<file path="src/rtl/param_perceptron.sv">
// Single-layer perceptron: serial feature load, signed MAC, sign decision and
// saturating online weight update. Optional error counter: PERCEPTRON_ERR_CNT_EN.
`timescale 1ns/1ps

module param_perceptron #(
  parameter int N_IN     = 4,
  parameter int DW       = 6,
  parameter int LR_SHIFT = 0
) (
  input  logic                 clock,
  input  logic                 reset,
  input  logic                 go,
  input  logic                 update,
  input  logic                 correct,
  input  logic                 in_valid,
  input  logic signed [DW-1:0] in_val,
  input  logic [1:0]           sel_out,
  output logic                 done,
  output logic                 classification,
  output logic                 sync,
  output logic [DW-1:0]        out_val
);

  localparam int ACC_W = 2*DW + $clog2(N_IN+1);
  localparam int IDX_W = $clog2(N_IN+1);
  localparam int RD_W  = $clog2(N_IN);
  localparam int SUM_W = DW + 2;
  localparam logic signed [SUM_W-1:0] POS_LIM = SUM_W'((1 << (DW-1)) - 1);
  localparam logic signed [SUM_W-1:0] NEG_LIM = -POS_LIM;
  localparam logic signed [SUM_W-1:0] ONE     = SUM_W'(1);

  typedef enum logic [2:0] {IDLE, LOAD, DECIDE, UPDATE, DONE} state_t;

  state_t                    state, state_next;
  logic signed [DW-1:0]      w [N_IN];
  logic signed [DW-1:0]      x [N_IN];
  logic signed [DW-1:0]      bias;
  logic signed [ACC_W-1:0]   acc;
  logic [IDX_W-1:0]          idx;
  logic                      upd_l, corr_l;

  logic [RD_W-1:0]           ix;
  logic [RD_W-1:0]           rd_ix;
  logic signed [2*DW-1:0]    prod;
  logic signed [SUM_W-1:0]   x_ext, delta, w_sum, bias_sum;
  logic signed [DW-1:0]      w_sat, bias_sat;
  logic                      acc_nonneg, mispredict, idx_last_feat, idx_at_n;
  logic [2+IDX_W:0]          status;

  // Symmetric clamp keeps -(2^(DW-1)) unreachable so negation never overflows.
  function automatic logic signed [DW-1:0] sat(input logic signed [SUM_W-1:0] v);
    if (v > POS_LIM)      return DW'(POS_LIM);
    else if (v < NEG_LIM) return DW'(NEG_LIM);
    else                  return DW'(v);
  endfunction

  // NOTE: every signal written in always_comb gets a default first, so no path leaves it unassigned and no latch is inferred.
  always_comb begin
    ix            = idx[RD_W-1:0];
    prod          = w[ix] * in_val;
    x_ext         = SUM_W'(x[ix]);
    delta         = (corr_l ? x_ext : -x_ext) >>> LR_SHIFT;
    w_sum         = SUM_W'(w[ix]) + delta;
    w_sat         = sat(w_sum);
    bias_sum      = SUM_W'(bias) + (corr_l ? ONE : -ONE);
    bias_sat      = sat(bias_sum);
    acc_nonneg    = ~acc[ACC_W-1];
    mispredict    = (acc_nonneg != corr_l);
    idx_last_feat = (idx == IDX_W'(N_IN-1));
    idx_at_n      = (idx == IDX_W'(N_IN));
  end

  // NOTE: sequential state uses non-blocking assignments so every register samples pre-edge values.
  always_ff @(posedge clock) begin
    if (reset) state <= IDLE;
    else       state <= state_next;
  end

  always_comb begin
    state_next = state;
    case (state)
      IDLE:    if (go) state_next = LOAD;
      LOAD:    if (in_valid && idx_last_feat) state_next = DECIDE;
      DECIDE:  state_next = (upd_l && mispredict) ? UPDATE : DONE;
      UPDATE:  if (idx_at_n) state_next = DONE;
      DONE:    state_next = IDLE;
      default: state_next = IDLE;
    endcase
  end

  always_comb begin
    done = (state == DONE);
    sync = (state == LOAD);
  end

  // NOTE: weight and feature arrays are cleared on reset because an aborted pass must not leave partial learning behind.
  always_ff @(posedge clock) begin
    if (reset) begin
      bias           <= '0;
      acc            <= '0;
      idx            <= '0;
      upd_l          <= 1'b0;
      corr_l         <= 1'b0;
      classification <= 1'b0;
      for (int i = 0; i < N_IN; i++) begin
        w[i] <= '0;
        x[i] <= '0;
      end
    end else begin
      case (state)
        IDLE: if (go) begin
          upd_l  <= update;
          corr_l <= correct;
          acc    <= ACC_W'(bias);
          idx    <= '0;
          for (int i = 0; i < N_IN; i++) x[i] <= '0;
        end
        LOAD: if (in_valid) begin
          x[ix] <= in_val;
          acc   <= acc + ACC_W'(prod);
          idx   <= idx + IDX_W'(1);
        end
        DECIDE: begin
          classification <= acc_nonneg;
          idx            <= '0;
        end
        UPDATE: begin
          if (idx_at_n) bias  <= bias_sat;
          else          w[ix] <= w_sat;
          idx <= idx + IDX_W'(1);
        end
        default: ;
      endcase
    end
  end

`ifdef PERCEPTRON_ERR_CNT_EN
  logic [DW-1:0] err_cnt;

  always_ff @(posedge clock) begin
    if (reset)
      err_cnt <= '0;
    else if (state == DECIDE && mispredict && !(&err_cnt))
      err_cnt <= err_cnt + DW'(1);
  end
`endif

  always_comb begin
    status = {state, idx};
    rd_ix  = in_val[RD_W-1:0];
    case (sel_out)
      2'b00:   out_val = (int'(rd_ix) < N_IN) ? w[rd_ix] : '0;
      2'b01:   out_val = bias;
      2'b10:   out_val = acc[ACC_W-1 -: DW];
`ifdef PERCEPTRON_ERR_CNT_EN
      default: out_val = err_cnt;
`else
      default: out_val = DW'(status);
`endif
    endcase
  end

endmodule

</file>
<file path="config.mk">
export PLATFORM = sky130hd
export DESIGN_NAME = param_perceptron
export DESIGN_NICKNAME = d
export VERILOG_FILES = /design/src/rtl/param_perceptron.sv
export SDC_FILE = /design/constraint.sdc
export NUM_CORES = 1
export LEC_CHECK = 0
export BUFFER_PORTS_ARGS = -buffer_cell sky130_fd_sc_hd__buf_4
export CAP_MARGIN = 20
export CELL_PAD_IN_SITES_DETAIL_PLACEMENT = 0
export CELL_PAD_IN_SITES_GLOBAL_PLACEMENT = 1
export CORE_UTILIZATION = 50
export DETAILED_ROUTE_END_ITERATION = 10
export GPL_ROUTABILITY_DRIVEN = 1
export PLACE_DENSITY_LB_ADDON = 0.1
export SETUP_SLACK_MARGIN = 0.1
export SYNTH_ARGS = -nofsm -noshare
export SYNTH_HDL_FRONTEND = slang
export SYNTH_SLANG_ARGS = --single-unit
</file>
<file path="constraint.sdc">
create_clock -name clock -period 8.1 [get_ports clock]
set_clock_uncertainty 0.15 [all_clocks]
set_input_delay 1.62 -clock clock [delete_from_list [all_inputs] [get_ports clock]]
set_output_delay 1.62 -clock clock [all_outputs]
set_load 0.1 [all_outputs]
</file>
==> impl_metrics.prom, run 1 <==
# TYPE chip_impl_metric gauge
chip_impl_info{name="layout_commonest_cell",value="sky130_fd_sc_hd__inv_1"} 1
chip_impl_metric{name="drcViolationCount",unit=""} 0
chip_impl_metric{name="die_area",unit="um^2"} 14100
chip_impl_metric{name="total_number_of_placement_rows",unit=""} 42
chip_impl_metric{name="area_growth",unit="%"} 9.30
chip_impl_info{name="layout.cells.most_common_list",value="sky130_fd_sc_hd__inv_1, sky130_fd_sc_hd__nor2_1, sky130_fd_sc_hd__ha_1"} 1
chip_impl_metric{name="setup_tns",unit="ps"} 0
chip_impl_metric{name="power.leakage",unit="uW"} 0.00325
chip_impl_metric{name="yosys_warnings",unit=""} 0
chip_impl_metric{name="weighted_congestion_reported_at_the_end_of_routability_driven_placement",unit=""} 0.896
chip_impl_metric{name="chipWidth",unit="um"} 119
chip_impl_metric{name="number_of_buffers_inserted_during_clock_tree_synthesis",unit=""} 9
chip_impl_metric{name="finalHoldViolations",unit=""} 0
chip_impl_info{name="cp_startpoint_kind",value="flip-flop"} 1
chip_impl_metric{name="avgSynthCellArea",unit="um^2"} 9.74
chip_impl_metric{name="io_pins",unit=""} 23
chip_impl_metric{name="maximum_number_of_pins_on_one_net_before_global_route_repair",unit=""} 28
chip_impl_metric{name="synth_top_area_share",unit=""} 0.212
chip_impl_metric{name="arr_time_crit_path",unit="ps"} 6050
chip_impl_metric{name="cts.repair_timing.setup_buffer_count",unit=""} 0
chip_impl_metric{name="post_route_cells_drive_above_1_share",unit=""} 0.0965
chip_impl_metric{name="num_vias",unit=""} 5027
chip_impl_metric{name="synthesis.area",unit="um^2"} 6790
chip_impl_metric{name="cts-root-to-sink-buffers",unit=""} 2
chip_impl_metric{name="wl_per_cell",unit="um"} 18.7
chip_impl_metric{name="clock_tree.htree_level_count",unit=""} 3
chip_impl_metric{name="post_cts_hold_fix_bufs",unit=""} 0
chip_impl_metric{name="required_time_reported_for_the_critical_path_endpoint",unit="ps"} 8180
chip_impl_info{name="predominant_post_synthesis_flop_cell",value="sky130_fd_sc_hd__edfxtp_1"} 1
chip_impl_metric{name="floorplan.die.height",unit="um"} 119
chip_impl_metric{name="worst_skew_pair.late_latency",unit="ps"} 350
chip_impl_metric{name="num-nets-final",unit=""} 821
chip_impl_metric{name="finish.utilization",unit=""} 0.561
chip_impl_metric{name="ys_types",unit=""} 56
chip_impl_metric{name="layout_worst_path_cycle_share",unit=""} 0.736
chip_impl_metric{name="fillerInstances",unit=""} 1215
chip_impl_metric{name="cap_viol_max_count",unit=""} 0
chip_impl_metric{name="floorplan.initialDensity",unit=""} 0.513
chip_impl_info{name="hold_path.class",value="reg2reg"} 1
chip_impl_metric{name="synthMuxAreaShare",unit=""} 0.0921
chip_impl_metric{name="core_region_area",unit="um^2"} 13200
chip_impl_metric{name="slew-limit-headroom",unit=""} 0.382
chip_impl_metric{name="dr.pass1.iters",unit=""} 5
chip_impl_metric{name="gr-total-overflow",unit=""} 0
chip_impl_metric{name="asyncSetResetFlopFracSynth",unit=""} 0
chip_impl_metric{name="tightest_slew",unit="ps"} 919
chip_impl_metric{name="port_buffers",unit=""} 22
chip_impl_metric{name="cts.repair.resized",unit=""} 0
chip_impl_metric{name="vdd_drop_max",unit="mV"} 0.153
chip_impl_info{name="post_synth_main_area_contributors",value="sky130_fd_sc_hd__edfxtp_1, sky130_fd_sc_hd__fa_1, sky130_fd_sc_hd__ha_1"} 1
chip_impl_metric{name="synth-xor-area-share",unit=""} 0.0361
chip_impl_metric{name="post_synth_and_or_nand_nor_area_fraction",unit=""} 0.156
chip_impl_metric{name="mappedNetlistNets",unit=""} 808
chip_impl_metric{name="clkSlewWorstSetupHoldPaths",unit="ps"} 60
chip_impl_info{name="run_status",value="finished, final reports clean"} 1
chip_impl_metric{name="power_per_cell_area",unit="nW/um^2"} 257
chip_impl_metric{name="detailedPlacementHpwl",unit="um"} 13300
chip_impl_metric{name="period_needed",unit="ps"} 5970
chip_impl_info{name="worstSetupEndpointType",value="flip-flop"} 1
chip_impl_metric{name="tritoncts_num_sinks",unit=""} 80
chip_impl_metric{name="setup_slack",unit="ps"} 2130
chip_impl_metric{name="placement.setup.worst_slack",unit="ps"} 2000
chip_impl_metric{name="synth_cells",unit=""} 697
chip_impl_metric{name="detail_route.vias_per_cell",unit=""} 5.64
chip_impl_info{name="synth_largest_area_cell",value="sky130_fd_sc_hd__edfxtp_1"} 1
chip_impl_metric{name="antenna_violations_before_repair",unit=""} 0
chip_impl_info{name="ws_path_type",value="reg2reg"} 1
chip_impl_info{name="cts_root_buffer",value="sky130_fd_sc_hd__clkbuf_16"} 1
chip_impl_metric{name="final_antenna_net_count",unit=""} 0
chip_impl_metric{name="postRouteWirelength",unit="um"} 16700
chip_impl_info{name="rsz0062_at_grt",value="no"} 1
chip_impl_metric{name="critPathMaxFanout",unit=""} 12
chip_impl_metric{name="timing.fmax",unit="GHz"} 0.168
chip_impl_metric{name="yosys.area_share.adder",unit=""} 0.226
chip_impl_metric{name="placed_cell_area",unit="um^2"} 7100
chip_impl_info{name="main_combinational_cell_family_by_area_after_synthesis",value="adder cells"} 1
chip_impl_metric{name="synth_sequential_area_ratio",unit=""} 0.307
chip_impl_metric{name="grt.total_usage",unit=""} 0.259
chip_impl_metric{name="grt_pass1_wl",unit="um"} 27200
chip_impl_metric{name="setup_violations",unit=""} 0
chip_impl_metric{name="ys_seq_elements",unit=""} 80
chip_impl_metric{name="num_antenna_cells",unit=""} 0
chip_impl_metric{name="slew_viol_final",unit=""} 0
chip_impl_metric{name="synth_edf_count",unit=""} 48
chip_impl_metric{name="drt_first_iter_violations",unit=""} 334
chip_impl_metric{name="synth_compound_area_frac",unit=""} 0.111
chip_impl_metric{name="p_total",unit="uW"} 1910
chip_impl_metric{name="grt_pass1_vias",unit=""} 5020
chip_impl_info{name="cts_tree",value="done"} 1
chip_impl_metric{name="stdcell_area",unit="um^2"} 7420
## critical path, stage by stage, from the launching register on
cell and delay, ps:
sky130_fd_sc_hd__dfxtp_1 870, sky130_fd_sc_hd__mux4_2 760, sky130_fd_sc_hd__and2_1 240, sky130_fd_sc_hd__fa_1 600
sky130_fd_sc_hd__inv_1 150, sky130_fd_sc_hd__fa_1 550, sky130_fd_sc_hd__inv_1 50, sky130_fd_sc_hd__fa_1 530
sky130_fd_sc_hd__inv_1 60, sky130_fd_sc_hd__fa_1 530, sky130_fd_sc_hd__inv_1 40, sky130_fd_sc_hd__ha_1 340
sky130_fd_sc_hd__o21ai_0 110, sky130_fd_sc_hd__nand2b_1 80, sky130_fd_sc_hd__a21oi_1 210, sky130_fd_sc_hd__nor2_1 100
sky130_fd_sc_hd__a31o_2 260, sky130_fd_sc_hd__xnor2_1 130, sky130_fd_sc_hd__o21ai_0 80
## path summary, 6_finish.rpt
check,start,slack [ps],cells past startpoint,end
max,flip-flop,2130,18,acc[11]
min,classification,330,2,classification
max reg2reg,flip-flop,2130,18,acc[11]
min reg2reg,classification,330,2,classification
## area by class of cell
type,instances,area (um^2),share of cell area
clock buffers,9,225,0.0303
clock inverters,7,92.6,0.0125
inverters,105,394,0.0531
multi-input cells,489,4220,0.569
flip-flops and latches,80,2080,0.280
well taps,176,220,0.0297
repair buffers,25,188,0.0253
## kinds of logic (layout without fill, tap and decap cells)
| logic type | after synthesis | count (layout) |
|---|---|---|
| AND/OR/NAND/NOR | 217 | 217 |
| buffers and inverters | 128 | 146 |
| AO/OA/AOI/OAI | 117 | 117 |
| adder cells (fa/ha/maj) | 97 | 97 |
| flip-flops | 80 | 80 |
| multiplexers | 30 | 30 |
| XOR/XNOR | 28 | 28 |
## registers in the layout (all words and copies together) (netlist names), named ones only
signal	flops
classification	1
idx	3
bias	6
acc	15
w	24
upd_l	1
x	24
corr_l	1
state	3
## layer usage
| layer | global-route usage | up-vias | part of all wire |
|---|---|---|---|
| met5 | 0 | - | 0 |
| met4 | 0.0878 | 0 | 0.019 |
| met1 | 0.378 | 2428 | 0.47 |
| met3 | 0.0425 | 24 | 0.057 |
| met2 | 0.391 | 134 | 0.46 |
| li1 | - | 2441 | - |
## report_power, final
part	switching, uW	internal, uW	total [uW]
Combinational	579	393	972
Sequential	28.2	461	489
Clock	174	270	444
Total	782	1120	1910
## Yosys cell counts (11+ instances only)
cell type / instances
sky130_fd_sc_hd__inv_1: 103
sky130_fd_sc_hd__and2_1: 20
sky130_fd_sc_hd__clkbuf_1: 18
sky130_fd_sc_hd__and3_1: 21
sky130_fd_sc_hd__o21ai_0: 24
sky130_fd_sc_hd__mux4_2: 19
sky130_fd_sc_hd__dfxtp_1: 32
sky130_fd_sc_hd__ha_1: 54
sky130_fd_sc_hd__nor2_1: 63
sky130_fd_sc_hd__nand2_1: 53
sky130_fd_sc_hd__nand3_1: 11
sky130_fd_sc_hd__fa_1: 43
sky130_fd_sc_hd__edfxtp_1: 48
sky130_fd_sc_hd__nor3_1: 13
sky130_fd_sc_hd__xnor2_1: 18
sky130_fd_sc_hd__a21oi_1: 37
## metrics by stage
| step | hold WS (ps) | cells |
|---|---|---|
| 6_report | 329 | 891 |
| 5_1_grt | 347 | 891 |
| 4_1_cts | 332 | 890 |
| 3_5_place_dp | 323 | 874 |
| 3_3_place_gp | 323 | 874 |
| 2_1_floorplan | 286 | 697 |
Note: power is estimated with default switching activity, not from simulation.
==> run 2, diff against run 1 <==
==> constraint.sdc (replaced) <==
create_clock -name clock -period 5.7 [get_ports clock]
set_clock_uncertainty 0.15 [all_clocks]
set_input_delay 1.14 -clock clock [delete_from_list [all_inputs] [get_ports clock]]
set_output_delay 1.14 -clock clock [all_outputs]
set_load 0.1 [all_outputs]
==> run 2 against run 1 <==
  * Critical path depth did not move
  * Maximum frequency rose by 12%
  * Clock power rose by 24%
  * Routed wire length rose by 1.7%
  * Cell area rose by 0.24%
  * Highest routed layer unchanged
==> impl_metrics.prom, run 2 (synthesis gave the netlist of run 1 again) <==
# TYPE chip_impl_metric gauge
chip_impl_metric{name="worst_skew_pair.late_latency",unit="ps"} 360
chip_impl_info{name="cp_startpoint_kind",value="flip-flop"} 1
chip_impl_info{name="layout_commonest_cell",value="sky130_fd_sc_hd__inv_1"} 1
chip_impl_metric{name="cts-root-to-sink-buffers",unit=""} 2
chip_impl_metric{name="gr-total-overflow",unit=""} 0
chip_impl_metric{name="grt_pass1_wl",unit="um"} 27000
chip_impl_metric{name="finish.utilization",unit=""} 0.562
chip_impl_info{name="layout.cells.most_common_list",value="sky130_fd_sc_hd__inv_1, sky130_fd_sc_hd__nor2_1, sky130_fd_sc_hd__ha_1"} 1
chip_impl_metric{name="postRouteWirelength",unit="um"} 17000
chip_impl_metric{name="weighted_congestion_reported_at_the_end_of_routability_driven_placement",unit=""} 0.857
chip_impl_metric{name="chipWidth",unit="um"} 119
chip_impl_metric{name="total_number_of_placement_rows",unit=""} 42
chip_impl_metric{name="seqCellArea",unit="um^2"} 2080
chip_impl_metric{name="grt_pass1_vias",unit=""} 5039
chip_impl_metric{name="timing.fmax",unit="GHz"} 0.188
chip_impl_metric{name="antenna_violations_before_repair",unit=""} 1
chip_impl_metric{name="placed_cell_area",unit="um^2"} 7170
chip_impl_metric{name="drcViolationCount",unit=""} 0
chip_impl_metric{name="floorplan.die.height",unit="um"} 119
chip_impl_metric{name="die_area",unit="um^2"} 14100
chip_impl_info{name="top_registers",value="w x24, x x24, acc x15"} 1
chip_impl_metric{name="cts.repair_timing.setup_buffer_count",unit=""} 0
chip_impl_metric{name="detail_route.vias_per_cell",unit=""} 5.70
chip_impl_info{name="cts_root_buffer",value="sky130_fd_sc_hd__clkbuf_16"} 1
chip_impl_metric{name="area_growth",unit="%"} 9.56
chip_impl_metric{name="layout_worst_path_cycle_share",unit=""} 0.932
chip_impl_metric{name="critPathMaxFanout",unit=""} 9
chip_impl_metric{name="post_cts_hold_fix_bufs",unit=""} 0
chip_impl_metric{name="clock_tree.htree_level_count",unit=""} 3
chip_impl_info{name="worstSetupEndpointType",value="flip-flop"} 1
chip_impl_metric{name="tritoncts_num_sinks",unit=""} 80
chip_impl_metric{name="port_buffers",unit=""} 22
chip_impl_metric{name="setup_violations",unit=""} 0
chip_impl_metric{name="power.leakage",unit="uW"} 0.00327
chip_impl_metric{name="stdcell_area",unit="um^2"} 7440
chip_impl_metric{name="wl_per_cell",unit="um"} 18.9
chip_impl_metric{name="slew-limit-headroom",unit=""} 0.271
chip_impl_metric{name="slew_viol_final",unit=""} 0
chip_impl_metric{name="worst-r2r-setup-slack",unit="ps"} 390
chip_impl_metric{name="maximum_number_of_pins_on_one_net_before_global_route_repair",unit=""} 28
chip_impl_metric{name="io_pins",unit=""} 23
chip_impl_metric{name="vdd_drop_max",unit="mV"} 0.134
chip_impl_metric{name="floorplan.initialDensity",unit=""} 0.513
chip_impl_metric{name="period_needed",unit="ps"} 5310
chip_impl_metric{name="hold_slack",unit="ps"} 322
chip_impl_metric{name="power_per_cell_area",unit="nW/um^2"} 351
chip_impl_info{name="rsz0062_at_grt",value="no"} 1
chip_impl_metric{name="drt_first_iter_violations",unit=""} 410
chip_impl_metric{name="num_vias",unit=""} 5122
chip_impl_metric{name="num-nets-final",unit=""} 829
chip_impl_metric{name="arr_time_crit_path",unit="ps"} 5400
chip_impl_metric{name="tightest_slew",unit="ps"} 1080
chip_impl_metric{name="final_antenna_net_count",unit=""} 0
chip_impl_metric{name="setup_tns",unit="ps"} 0
chip_impl_metric{name="grt.total_usage",unit=""} 0.256
chip_impl_metric{name="clkSlewWorstSetupHoldPaths",unit="ps"} 60
chip_impl_info{name="hold_path.class",value="reg2reg"} 1
chip_impl_info{name="ws_path_type",value="reg2reg"} 1
chip_impl_metric{name="cap_viol_max_count",unit=""} 0
chip_impl_metric{name="detailedPlacementHpwl",unit="um"} 13300
chip_impl_metric{name="finalHoldViolations",unit=""} 0
chip_impl_metric{name="num_antenna_cells",unit=""} 0
chip_impl_metric{name="post_route_cells_drive_above_1_share",unit=""} 0.108
chip_impl_metric{name="dr.pass1.iters",unit=""} 4
chip_impl_metric{name="fillerInstances",unit=""} 1195
chip_impl_metric{name="required_time_reported_for_the_critical_path_endpoint",unit="ps"} 5780
chip_impl_metric{name="core_region_area",unit="um^2"} 13200
chip_impl_info{name="cts_tree",value="done"} 1
chip_impl_metric{name="multi_input_area",unit="um^2"} 4220
chip_impl_info{name="run_status",value="finished, final reports clean"} 1
chip_impl_metric{name="number_of_buffers_inserted_during_clock_tree_synthesis",unit=""} 9
-- run 2: worst paths after layout --
kind	start	to	cells past startpoint
setup / recovery	flip-flop	acc[14]	18
hold / removal	acc[4]	acc[4]	2
setup reg to reg	flip-flop	acc[14]	18
hold reg to reg	acc[4]	acc[4]	2
-- run 2: layer usage --
| layer | track usage | part of all wire | vias up |
|---|---|---|---|
| li1 | - | - | 2455 |
| met1 | 0.360 | 0.46 | 2511 |
| met2 | 0.413 | 0.47 | 137 |
| met3 | 0.0323 | 0.053 | 19 |
| met4 | 0.0783 | 0.016 | 0 |
| met5 | 0 | 0 | - |
-- run 2: worst max-delay path, stage by stage (launching register included) --
cell and delay [ps]:
sky130_fd_sc_hd__dfxtp_2 420, sky130_fd_sc_hd__mux4_2 580, sky130_fd_sc_hd__buf_4 200, sky130_fd_sc_hd__and2_1 220
sky130_fd_sc_hd__fa_1 560, sky130_fd_sc_hd__inv_1 60, sky130_fd_sc_hd__fa_1 490, sky130_fd_sc_hd__inv_1 60
sky130_fd_sc_hd__fa_1 530, sky130_fd_sc_hd__inv_1 50, sky130_fd_sc_hd__fa_1 530, sky130_fd_sc_hd__inv_1 40
sky130_fd_sc_hd__ha_1 190, sky130_fd_sc_hd__a21o_1 210, sky130_fd_sc_hd__a2111oi_0 410, sky130_fd_sc_hd__o21ai_0 140
sky130_fd_sc_hd__o21ai_0 130, sky130_fd_sc_hd__xnor2_1 140, sky130_fd_sc_hd__o21ai_0 80
-- run 2: final cells by class --
cell class / instances / area share
repair buffers: 33 / 0.0333
multi-input cells: 489 / 0.567
clock buffers: 10 / 0.0308
flip-flops and latches: 80 / 0.280
inverters: 105 / 0.0530
clock inverters: 6 / 0.00605
well taps: 176 / 0.0296
-- run 2: stage by stage --
stage | setup WS (ps) | power (uW) | instances
6_report | 387 | 2610 | 899
5_1_grt | 101 | 2830 | 899
4_1_cts | 287 | 2620 | 899
3_5_place_dp | 196 | 2070 | 883
3_3_place_gp | 240 | 2060 | 883
2_1_floorplan | 154 | 1790 | 697
-- run 2: report_power, final --
| group | total [uW] | internal, uW | switching, uW |
|---|---|---|---|
| clock network | 549 | 297 | 252 |
| registers | 690 | 655 | 34.9 |
| logic | 1380 | 560 | 816 |
-- run 2: repair_timing --
| item | CTS | global route |
|---|---|---|
| endpoints found under the hold margin | 0 | 0 |
| endpoints found under the setup margin | 0 | 4 |
| resized for setup | 0 | 1 |
==> run 3, diff against run 2 <==
--- a/config.mk
+++ b/config.mk
@@ -9,6 +9,7 @@
 export CAP_MARGIN = 20
 export CELL_PAD_IN_SITES_DETAIL_PLACEMENT = 0
 export CELL_PAD_IN_SITES_GLOBAL_PLACEMENT = 1
+export CORE_ASPECT_RATIO = 1.4
 export CORE_UTILIZATION = 50
 export DETAILED_ROUTE_END_ITERATION = 10
 export GPL_ROUTABILITY_DRIVEN = 1
==> run 3 against run 2 <==
  * Cell count rose by 1.0%
  * Non-clock buffer count up 3
  * Clock-buffer cell count shrank 1
  * Global-route usage grew 0.81 points
  * Critical endpoint is now acc[11]
  * Largest cell class unchanged
==> impl_metrics.prom, run 3 (synthesis gave the netlist of run 1 again) <==
# TYPE chip_impl_metric gauge
chip_impl_metric{name="antenna_violations_before_repair",unit=""} 0
chip_impl_metric{name="critPathMaxFanout",unit=""} 7
chip_impl_metric{name="layout_worst_path_cycle_share",unit=""} 0.917
chip_impl_info{name="cp_top_family",value="adder cells"} 1
chip_impl_metric{name="power.leakage",unit="uW"} 0.00329
chip_impl_metric{name="num_vias",unit=""} 5159
chip_impl_metric{name="cap_viol_max_count",unit=""} 0
chip_impl_metric{name="drcViolationCount",unit=""} 0
chip_impl_metric{name="port_buffers",unit=""} 22
chip_impl_metric{name="num_antenna_cells",unit=""} 0
chip_impl_info{name="hold_path.class",value="reg2reg"} 1
chip_impl_metric{name="chipWidth",unit="um"} 101
chip_impl_metric{name="setup_tns",unit="ps"} 0
chip_impl_metric{name="core_region_area",unit="um^2"} 13300
chip_impl_info{name="rsz0062_at_grt",value="no"} 1
chip_impl_info{name="layout_commonest_cell",value="sky130_fd_sc_hd__inv_1"} 1
chip_impl_metric{name="drt_first_iter_violations",unit=""} 195
chip_impl_metric{name="postRouteWirelength",unit="um"} 17300
chip_impl_metric{name="tightest_slew",unit="ps"} 805
chip_impl_metric{name="grt_pass1_wl",unit="um"} 28000
chip_impl_metric{name="grt.total_usage",unit=""} 0.264
chip_impl_info{name="crit_chain",value="buf_4 -> mux4_2 -> and2_1 -> fa_1 -> fa_1 -> fa_1 -> inv_1 -> fa_1 -> inv_1 -> ha_1 -> o21ai_0 -> nand2b_1 -> a21oi_1 -> nor2_1 -> a31o_2 -> xnor2_1 -> o21ai_0"} 1
chip_impl_info{name="cts_root_buffer",value="sky130_fd_sc_hd__clkbuf_16"} 1
chip_impl_metric{name="detail_route.vias_per_cell",unit=""} 5.68
chip_impl_metric{name="hold_slack",unit="ps"} 334
chip_impl_metric{name="post_cts_hold_fix_bufs",unit=""} 0
chip_impl_metric{name="gr-total-overflow",unit=""} 0
chip_impl_metric{name="io_pins",unit=""} 23
chip_impl_metric{name="floorplan.die.height",unit="um"} 140
chip_impl_metric{name="tritoncts_num_sinks",unit=""} 80
chip_impl_metric{name="floorplan.initialDensity",unit=""} 0.510
chip_impl_metric{name="weighted_congestion_reported_at_the_end_of_routability_driven_placement",unit=""} 0.817
chip_impl_metric{name="worst_skew_pair.late_latency",unit="ps"} 340
chip_impl_info{name="layout.cells.most_common_list",value="sky130_fd_sc_hd__inv_1, sky130_fd_sc_hd__nor2_1, sky130_fd_sc_hd__ha_1"} 1
chip_impl_info{name="worstSetupEndpointType",value="flip-flop"} 1
chip_impl_info{name="run_status",value="finished, final reports clean"} 1
chip_impl_metric{name="num-nets-final",unit=""} 832
chip_impl_info{name="critical-path-top-cell-by-count",value="sky130_fd_sc_hd__fa_1"} 1
chip_impl_metric{name="critPathBufInv",unit=""} 3
chip_impl_metric{name="post_route_cells_drive_above_1_share",unit=""} 0.114
chip_impl_metric{name="period_needed",unit="ps"} 5230
chip_impl_metric{name="slew-limit-headroom",unit=""} 0.462
chip_impl_info{name="cp_startpoint_kind",value="flip-flop"} 1
chip_impl_metric{name="detailedPlacementHpwl",unit="um"} 13700
chip_impl_metric{name="timing.fmax",unit="GHz"} 0.191
chip_impl_metric{name="slew_viol_final",unit=""} 0
chip_impl_info{name="ws_path_type",value="reg2reg"} 1
chip_impl_metric{name="finalHoldViolations",unit=""} 0
chip_impl_metric{name="vdd_drop_max",unit="mV"} 0.198
chip_impl_metric{name="power_per_cell_area",unit="nW/um^2"} 355
chip_impl_metric{name="arr_time_crit_path",unit="ps"} 5300
chip_impl_metric{name="total_number_of_placement_rows",unit=""} 50
chip_impl_metric{name="dr.pass1.iters",unit=""} 5
chip_impl_metric{name="setup_violations",unit=""} 0
chip_impl_metric{name="clock_tree.htree_level_count",unit=""} 3
chip_impl_metric{name="grt_pass1_vias",unit=""} 5354
chip_impl_info{name="top_registers",value="w x24, x x24, acc x15"} 1
chip_impl_info{name="cts_tree",value="done"} 1
chip_impl_info{name="crit_path_top_delay_cell",value="sky130_fd_sc_hd__mux4_2"} 1
chip_impl_metric{name="area_growth",unit="%"} 10.3
chip_impl_metric{name="cts-root-to-sink-buffers",unit=""} 2
chip_impl_metric{name="wl_per_cell",unit="um"} 19.0
chip_impl_metric{name="final_antenna_net_count",unit=""} 0
chip_impl_metric{name="cpPeakStageDelay",unit="ps"} 630
chip_impl_metric{name="clkSlewWorstSetupHoldPaths",unit="ps"} 70
chip_impl_metric{name="die_area",unit="um^2"} 14100
chip_impl_metric{name="number_of_buffers_inserted_during_clock_tree_synthesis",unit=""} 9
chip_impl_metric{name="maximum_number_of_pins_on_one_net_before_global_route_repair",unit=""} 28
chip_impl_metric{name="p_total",unit="uW"} 2660
chip_impl_metric{name="required_time_reported_for_the_critical_path_endpoint",unit="ps"} 5780
==> run 3: cell count changes in the layout (fill, tap and decap cells not counted), sizes merged <==
cell and change:
clkbuf -1, buf +3, inv +3, clkinv -2
==> run 3: routing by layer <==
| metal | share of wire | vias up | track usage |
|---|---|---|---|
| li1 | - | 2453 | - |
| met1 | 0.40 | 2526 | 0.319 |
| met2 | 0.53 | 144 | 0.474 |
| met3 | 0.042 | 36 | 0.0394 |
| met4 | 0.026 | 0 | 0.0892 |
| met5 | 0 | - | 0 |
==> run 3: where the power goes <==
group          total [uW]  internal, uW  switching (uW)  leakage, uW
Sequential            693           654            38.4     0.000770
Combinational        1380           561             821      0.00238
Clock                 587           310             277     0.000141
Total                2660          1530            1140      0.00329
==> run 3: per-stage QoR <==
| step | setup slack, ps | instance area, um^2 | cells | utilization |
|---|---|---|---|---|
| after floorplan | 154 | 6790 | 697 | - |
| after global placement | 282 | 7180 | 890 | 0.539 |
| after detailed placement | 217 | 7180 | 890 | 0.539 |
| after CTS | 338 | 7480 | 906 | 0.561 |
| after global routing | 127 | 7490 | 908 | 0.562 |
| final | 471 | 7490 | 908 | 0.562 |
==> run 3: worst paths after layout <==
path	from	to	slack, ps	cells after the start
max	flip-flop	acc[11]	470	17
min	acc[4]	acc[4]	330	2
max reg2reg	flip-flop	acc[11]	470	17
min reg2reg	acc[4]	acc[4]	330	2
==> run 3: cell type report <==
class / instances / area [um^2]
multi-input cells: 489 / 4220
fillers: 1202 / 5840
clock buffers: 9 / 225
repair buffers: 36 / 268
flip-flops and latches: 80 / 2080
clock inverters: 7 / 73.8
well taps: 182 / 228
inverters: 105 / 394
==> run 3: worst min-delay path, delay by kind of cell (launching register included) <==
family	cells	cell delay (ps)
AO/OA/AOI/OAI	1	60
AND/OR/NAND/NOR	1	60
flip-flops	1	320
==> run 3: timing repair <==
item,4_1_cts,5_1_grt
buffers inserted,0,1
resized for setup,0,1
endpoints found under the setup margin,0,2
